==> src/rtl/lsu_pkg.sv <==
// Shared definitions for the load/store unit: size encodings, the tracking-entry
// layout and the byte-mask / store-data replication helpers also used by the AGU.
package lsu_pkg;

  localparam logic [1:0] LSU_SZ_B = 2'b00;
  localparam logic [1:0] LSU_SZ_H = 2'b01;
  localparam logic [1:0] LSU_SZ_W = 2'b10;

  // The instruction tag is carried beside this struct so its width stays a top parameter
  typedef struct packed {
    logic       read;
    logic       usign;
    logic [1:0] size;
    logic [1:0] addr_lo;
    logic       mis;
  } lsu_ent_t;

  function automatic logic lsu_misalign(input logic [1:0] size, input logic [1:0] addr_lo);
    logic m;
    case (size)
      LSU_SZ_B: m = 1'b0;
      LSU_SZ_H: m = addr_lo[0];
      LSU_SZ_W: m = (addr_lo != 2'b00);
      default:  m = 1'b1;
    endcase
    return m;
  endfunction

  function automatic logic [3:0] lsu_mask(input logic [1:0] size, input logic [1:0] addr_lo);
    logic [3:0] m;
    case (size)
      LSU_SZ_B: m = 4'b0001 << addr_lo;
      LSU_SZ_H: m = 4'b0011 << addr_lo;
      default:  m = 4'b1111;
    endcase
    return m;
  endfunction

  function automatic logic [31:0] lsu_repl(input logic [1:0] size, input logic [31:0] wdata);
    logic [31:0] d;
    case (size)
      LSU_SZ_B: d = {4{wdata[7:0]}};
      LSU_SZ_H: d = {2{wdata[15:0]}};
      default:  d = wdata;
    endcase
    return d;
  endfunction

endpackage

==> src/rtl/lsu_ctrl_mo_fifo.sv <==
// Small synchronous FIFO with full/empty/count; head is readable in the same cycle
// it becomes valid so the write-back path can stay combinational.
module gnrl_sync_fifo #(
  parameter int DW = 8,
  parameter int DP = 2
) (
  input  logic              clk,
  input  logic              rst,
  input  logic              push,
  input  logic              pop,
  input  logic [DW-1:0]     din,
  output logic [DW-1:0]     dout,
  output logic              full,
  output logic              empty,
  output logic [$clog2(DP):0] count
);

  localparam int PW = (DP > 1) ? $clog2(DP) : 1;
  localparam int CW = $clog2(DP) + 1;

  logic [DW-1:0] mem_q [DP];
  logic [PW-1:0] wptr_q, wptr_d;
  logic [PW-1:0] rptr_q, rptr_d;
  logic [CW-1:0] cnt_q, cnt_d;
  logic          do_push, do_pop;

  function automatic logic [PW-1:0] ptr_inc(input logic [PW-1:0] p);
    return (p == PW'(DP - 1)) ? '0 : p + 1'b1;
  endfunction

  assign full    = (cnt_q == CW'(DP));
  assign empty   = (cnt_q == '0);
  assign count   = cnt_q;
  assign do_push = push & ~full;
  assign do_pop  = pop & ~empty;
  assign dout    = mem_q[rptr_q];

  always_comb begin
    wptr_d = wptr_q;
    rptr_d = rptr_q;
    cnt_d  = cnt_q;
    if (do_push) wptr_d = ptr_inc(wptr_q);
    if (do_pop)  rptr_d = ptr_inc(rptr_q);
    case ({do_push, do_pop})
      2'b10:   cnt_d = cnt_q + 1'b1;
      2'b01:   cnt_d = cnt_q - 1'b1;
      default: cnt_d = cnt_q;
    endcase
  end

  always_ff @(posedge clk) begin
    if (rst) begin
      wptr_q <= '0;
      rptr_q <= '0;
      cnt_q  <= '0;
    end else begin
      wptr_q <= wptr_d;
      rptr_q <= rptr_d;
      cnt_q  <= cnt_d;
    end
  end

  always_ff @(posedge clk) begin
    if (do_push) mem_q[wptr_q] <= din;
  end

endmodule

==> src/rtl/lsu_ctrl_mo.sv <==
// Multi-outstanding LSU between AGU and DTCM: issues requests, tracks them in order,
// and retires one write-back per access (misaligned ones retire as errors, never issued).
module lsu_ctrl_mo
  import lsu_pkg::*;
#(
  parameter int XLEN       = 32,
  parameter int AW         = 16,
  parameter int ITAG_W     = 1,
  parameter int OUTS_DEPTH = 2
) (
  input  logic              clk,
  input  logic              rst,
  input  logic              agu_cmd_valid,
  output logic              agu_cmd_ready,
  input  logic              agu_cmd_read,
  input  logic [AW-1:0]     agu_cmd_addr,
  input  logic [XLEN-1:0]   agu_cmd_wdata,
  input  logic [1:0]        agu_cmd_size,
  input  logic              agu_cmd_usign,
  input  logic [ITAG_W-1:0] agu_cmd_itag,
  output logic              dtcm_cmd_valid,
  input  logic              dtcm_cmd_ready,
  output logic              dtcm_cmd_read,
  output logic [AW-1:0]     dtcm_cmd_addr,
  output logic [XLEN-1:0]   dtcm_cmd_wdata,
  output logic [XLEN/8-1:0] dtcm_cmd_wmask,
  input  logic              dtcm_rsp_valid,
  output logic              dtcm_rsp_ready,
  input  logic [XLEN-1:0]   dtcm_rsp_rdata,
  input  logic              dtcm_rsp_err,
  output logic              lsu_o_valid,
  input  logic              lsu_o_ready,
  output logic [XLEN-1:0]   lsu_o_wbck_data,
  output logic [ITAG_W-1:0] lsu_o_wbck_itag,
  output logic              lsu_o_wbck_err,
  output logic              lsu_o_wbck_read
);

  localparam int EW = ITAG_W + $bits(lsu_ent_t);
  localparam int CW = $clog2(OUTS_DEPTH) + 1;

  logic              cmd_mis, full, push, pop, head_err;
  logic              fifo_empty, fifo_full_unused;
  logic [CW-1:0]     fifo_count;
  lsu_ent_t          push_ent, head_ent;
  logic [ITAG_W-1:0] head_itag;
  logic [EW-1:0]     fifo_dout;
  logic [XLEN-1:0]   rshift, ld_data;

  assign cmd_mis = lsu_misalign(agu_cmd_size, agu_cmd_addr[1:0]);
  assign full    = (fifo_count == CW'(OUTS_DEPTH));

  // Request side; full is taken from the registered count, so a same-cycle pop never frees a slot
  always_comb begin
    agu_cmd_ready  = ~full & (cmd_mis | dtcm_cmd_ready);
    dtcm_cmd_valid = agu_cmd_valid & ~full & ~cmd_mis;
    if (rst) begin
      agu_cmd_ready  = 1'b1;
      dtcm_cmd_valid = 1'b0;
    end
    dtcm_cmd_read  = dtcm_cmd_valid & agu_cmd_read;
    dtcm_cmd_addr  = dtcm_cmd_valid ? {agu_cmd_addr[AW-1:2], 2'b00} : '0;
    dtcm_cmd_wdata = dtcm_cmd_valid ? lsu_repl(agu_cmd_size, agu_cmd_wdata) : '0;
    dtcm_cmd_wmask = (dtcm_cmd_valid & ~agu_cmd_read) ?
                     lsu_mask(agu_cmd_size, agu_cmd_addr[1:0]) : '0;
  end

  assign push = agu_cmd_valid & agu_cmd_ready & ~rst;

  always_comb begin
    push_ent         = '0;
    push_ent.read    = agu_cmd_read;
    push_ent.usign   = agu_cmd_usign;
    push_ent.size    = agu_cmd_size;
    push_ent.addr_lo = agu_cmd_addr[1:0];
    push_ent.mis     = cmd_mis;
  end

  gnrl_sync_fifo #(
    .DW(EW),
    .DP(OUTS_DEPTH)
  ) u_fifo (
    .clk   (clk),
    .rst   (rst),
    .push  (push),
    .pop   (pop),
    .din   ({agu_cmd_itag, push_ent}),
    .dout  (fifo_dout),
    .full  (fifo_full_unused),
    .empty (fifo_empty),
    .count (fifo_count)
  );

  assign {head_itag, head_ent} = fifo_dout;

  // Retire side: a misaligned head answers on its own, otherwise it waits for the DTCM
  assign lsu_o_valid    = ~rst & ~fifo_empty & (head_ent.mis | dtcm_rsp_valid);
  assign dtcm_rsp_ready = ~rst & ~fifo_empty & ~head_ent.mis & lsu_o_ready;
  assign pop            = lsu_o_valid & lsu_o_ready;
  assign head_err       = head_ent.mis | dtcm_rsp_err;
  assign rshift         = dtcm_rsp_rdata >> {head_ent.addr_lo, 3'b000};

  always_comb begin
    case (head_ent.size)
      LSU_SZ_B: ld_data = head_ent.usign ? {{(XLEN-8){1'b0}}, rshift[7:0]}
                                         : {{(XLEN-8){rshift[7]}}, rshift[7:0]};
      LSU_SZ_H: ld_data = head_ent.usign ? {{(XLEN-16){1'b0}}, rshift[15:0]}
                                         : {{(XLEN-16){rshift[15]}}, rshift[15:0]};
      default:  ld_data = rshift;
    endcase
  end

  assign lsu_o_wbck_data = (lsu_o_valid & ~head_err & head_ent.read) ? ld_data : '0;
  assign lsu_o_wbck_itag = lsu_o_valid ? head_itag : '0;
  assign lsu_o_wbck_err  = lsu_o_valid & head_err;
  assign lsu_o_wbck_read = lsu_o_valid & head_ent.read;

endmodule

==> config.mk <==
export PLATFORM = sky130hd
export DESIGN_NAME = lsu_ctrl_mo
export DESIGN_NICKNAME = d
export VERILOG_FILES = /design/src/rtl/lsu_pkg.sv /design/src/rtl/lsu_ctrl_mo_fifo.sv /design/src/rtl/lsu_ctrl_mo.sv
export SDC_FILE = /design/constraint.sdc
export NUM_CORES = 1
export LEC_CHECK = 0
export CORE_UTILIZATION = 31
export DETAILED_ROUTE_END_ITERATION = 8
export PLACE_DENSITY = 0.83
export SETUP_SLACK_MARGIN = 0.5
export SLEW_MARGIN = 40
export SYNTH_ARGS = -nofsm -noshare
export SYNTH_HDL_FRONTEND = slang
export SYNTH_HIERARCHICAL = 1
export SYNTH_SLANG_ARGS = --single-unit
==> constraint.sdc <==
create_clock -name clk -period 2.2 [get_ports clk]
set_clock_uncertainty 0.05 [all_clocks]
set_input_delay 0.22 -clock clk [delete_from_list [all_inputs] [get_ports clk]]
set_output_delay 0.22 -clock clk [all_outputs]
set_load 0.02 [all_outputs]
==> run_results.csv <==
group,metric,value,unit
place,place_congestion,0.903,
detailed_routing,dr.pass1.iters,5,
run,maxCapViolations,0,
worst_setup_path,worstPathBufferInverterCount,3,
power_and_ir_drop,power,1590,uW
place,dp_hpwl,7930,um
global_routing,grt_usage,28.0,%
synthesis,synth_compound_area_share,24.0,%
sta,finalHoldViolations,0,
synthesis,yosys_warnings,6,
sta,fmax,0.401,GHz
worst_setup_path,cp.required,1.93,ns
worst_setup_path,critPathSlowestCell,"a2111o_1",
synthesis,yosysSeqAreaShare,24.2,%
clocking,worstSkewPairLatency,0.26,ns
synthesis,synth-edff-count,16,
floorplanning,ios,184,
synthesis,yosysUniqueCellTypes,47,
worst_setup_path,critPathKind,"reg -> out",
sta,rsz0062_at_grt,"true",
synthesis,synth-xor-area-share,1.46,%
final_layout,n_antenna_cell,0,
worst_setup_path,worstSetupStartpointType,"flip-flop",
synthesis,async_flop_share,0,%
synthesis,synth_cells,302,
clocking,cts-root-buf,"clkbuf_8",
sta,fin_crit,2.49,ns
detailed_routing,wl_per_cell,21.0,um
global_routing,grt_max_degree,30,
detailed_routing,wirelength,13800,um
clocking,htreeDepth,1,
synthesis,yosys_most_used_dff,"edfxtp_1",
final_layout,finalNonFillerCells,657,
status,violations,"negative setup slack",
worst_setup_path,cpPeakStageDelay,0.44,ns
global_routing,grt_pass1_wl,18200,um
clocking,cts_tree,"done",
floorplanning,core_area,0.00737,mm2
sta,fin_crit_sh,113,%
synthesis,avgSynthCellArea,7.96,um2
worst_setup_path,crit_path_end_kind,"primary output",
power_and_ir_drop,power_density,264,mW/mm2
power_and_ir_drop,p_leak,0.00257,uW
synthesis,synth_fa_ha_area_share,0.521,%
sta,finalSetupViolCount,42,
sta,setup_ws,-0.294,ns
worst_setup_path,crit_fanout,5,
floorplanning,chipHeight,90.1,um
sta,maxSlewViolCount,0,
place,placed_cells,620,
detailed_routing,ant_nets,0,
floorplanning,die_x,90.1,um
place,io_buffers,181,
synthesis,syn_area,0.00240,mm2
final_layout,postLayoutCoreUtil,81.5,%
floorplanning,die_area,0.00811,mm2
synthesis,synth-seq-cells,21,
clocking,clk_pin_slew_worst_paths,0.07,ns
synthesis,synth_top_family_by_area,"simple AND/OR/NAND/NOR gates",
status,status,"finished, violations left",
worst_setup_path,cp_cell_sequence,"buf_6 > mux2_2 > nor2_1 > o21ai_2 > a2111o_1 > buf_6 > o21ai_2 > buf_4",
power_and_ir_drop,max-vdd-ir-drop,0.000209,V
synthesis,yosys.area_share.simple,25.8,%
sta,setup_tns,-6.72,ns
detailed_routing,avgViaCountPerCell,5.42,
clocking,cts_hold_buffers,0,
clocking,clock-sinks,21,
detailed_routing,drc,0,
clocking,cts-buffers-inserted,3,
detailed_routing,vias,3558,
place,preCtsSetupSlack,-0.598,ns
worst_setup_path,worstPathArrival,2.22,ns
detailed_routing,drt_iter0_markers,125,
global_routing,overflow,0,
worst_setup_path,cp_top_family,"compound AO/OA/AOI/OAI gates",
min_path,hp-class,"in -> reg",
global_routing,grt_pass1_vias,3547,
floorplanning,initial_core_util,32.6,%
final_layout,final_nets,652,
synthesis,synth_mux_area_share,18.0,%
final_layout,area_delta_synth_final,150,%
global_routing,antenna_found_initial,0,
clocking,clockBufferDepth,2,
floorplanning,placementRows,31,
final_layout,drive_gt1_share,56.5,%
## Yosys cell counts (4+ instances only)
master,number,area share (%)
inv_1,4,0.62
mux2_2,9,4.2
mux2i_1,32,13
dfxtp_1,5,4.2
and2_1,32,8.3
buf_2,8,1.7
nor3_1,4,0.83
o21ai_0,26,5.4
nor2_1,45,7.0
a21o_1,8,2.5
nand2_1,11,1.7
a211oi_1,14,4.4
a21oi_2,8,2.9
clkbuf_1,9,1.4
nor2b_1,10,2.6
a21oi_1,20,4.2
edfxtp_1,16,20
## placed cells by master (no fill, tap or decap), types with 8 or more instances in the layout
master and instances:
buf_6 102, clkdlybuf4s50_1 86, buf_4 67, mux2i_1 31, and2_4 26, nor2_1 24
nor2_4 20, a21oi_4 16, o21ai_0 16, edfxtp_1 16, nand2_1 11, a21oi_1 10
o21ai_2 8, a21o_1 8, nor2b_1 8
## per-layer routing
layer,up-vias,GRT usage (%),wire length [um]
met5,-,0,0
met4,0,9.68,713
met3,63,5.58,1100
met2,220,55.5,7340
met1,1693,28.7,4660
li1,1582,-,-
## per-stage QoR
step           hold WS [ns]  instance area (um2)
2_1_floorplan         0.232                 2610
3_3_place_gp          0.421                 4880
3_5_place_dp          0.429                 4880
4_1_cts               0.393                 5630
5_1_grt               0.280                 6010
6_report              0.300                 6010
## power by group
group	internal, uW	switching (uW)	total (uW)
Combinational	465	416	881
Sequential	440	7.25	448
Clock	129	128	257
## final timing paths
kind              cells past startpoint  slack [ns]       startpoint                   to
hold / removal                        2        0.30  agu_cmd_addr[1]   u_fifo/mem_q[0][2]
setup reg to reg                     11       -0.05  u_fifo/count[0]      u_fifo/count[1]
setup / recovery                      8       -0.29        flip-flop  lsu_o_wbck_data[16]
hold reg to reg                       2        0.49    u_fifo/wptr_q        u_fifo/wptr_q
## registers in the layout, indices dropped and copies added, names as in the netlist, named ones only
name / flops
u_fifo/count: 2
u_fifo/rptr_q: 1
u_fifo/mem_q: 16
u_fifo/wptr_q: 1
## logic make-up after synthesis
family / Yosys count
compound gates: 87
xor+xnor: 4
fa+ha+maj: 1
buf+inv: 28
flops: 21
mux: 42
other cells: 1
simple gates: 118
## layout make-up
cell class	count	area [um2]
clock buffers	4	45.0
fillers	366	1360
inverters	5	28.8
multi-input cells	254	2380
flip-flops and latches	21	589
well taps	99	124
repair buffers	274	2840
## repair_timing
item                                    CTS  global route
resized for setup                       676            60
pin swaps                                11            45
hold endpoints to repair                  0             0
buffers inserted                         20             8
endpoints found under the setup margin  111           111
gates cloned                              1             4
Power figures use the tool's default switching activity.
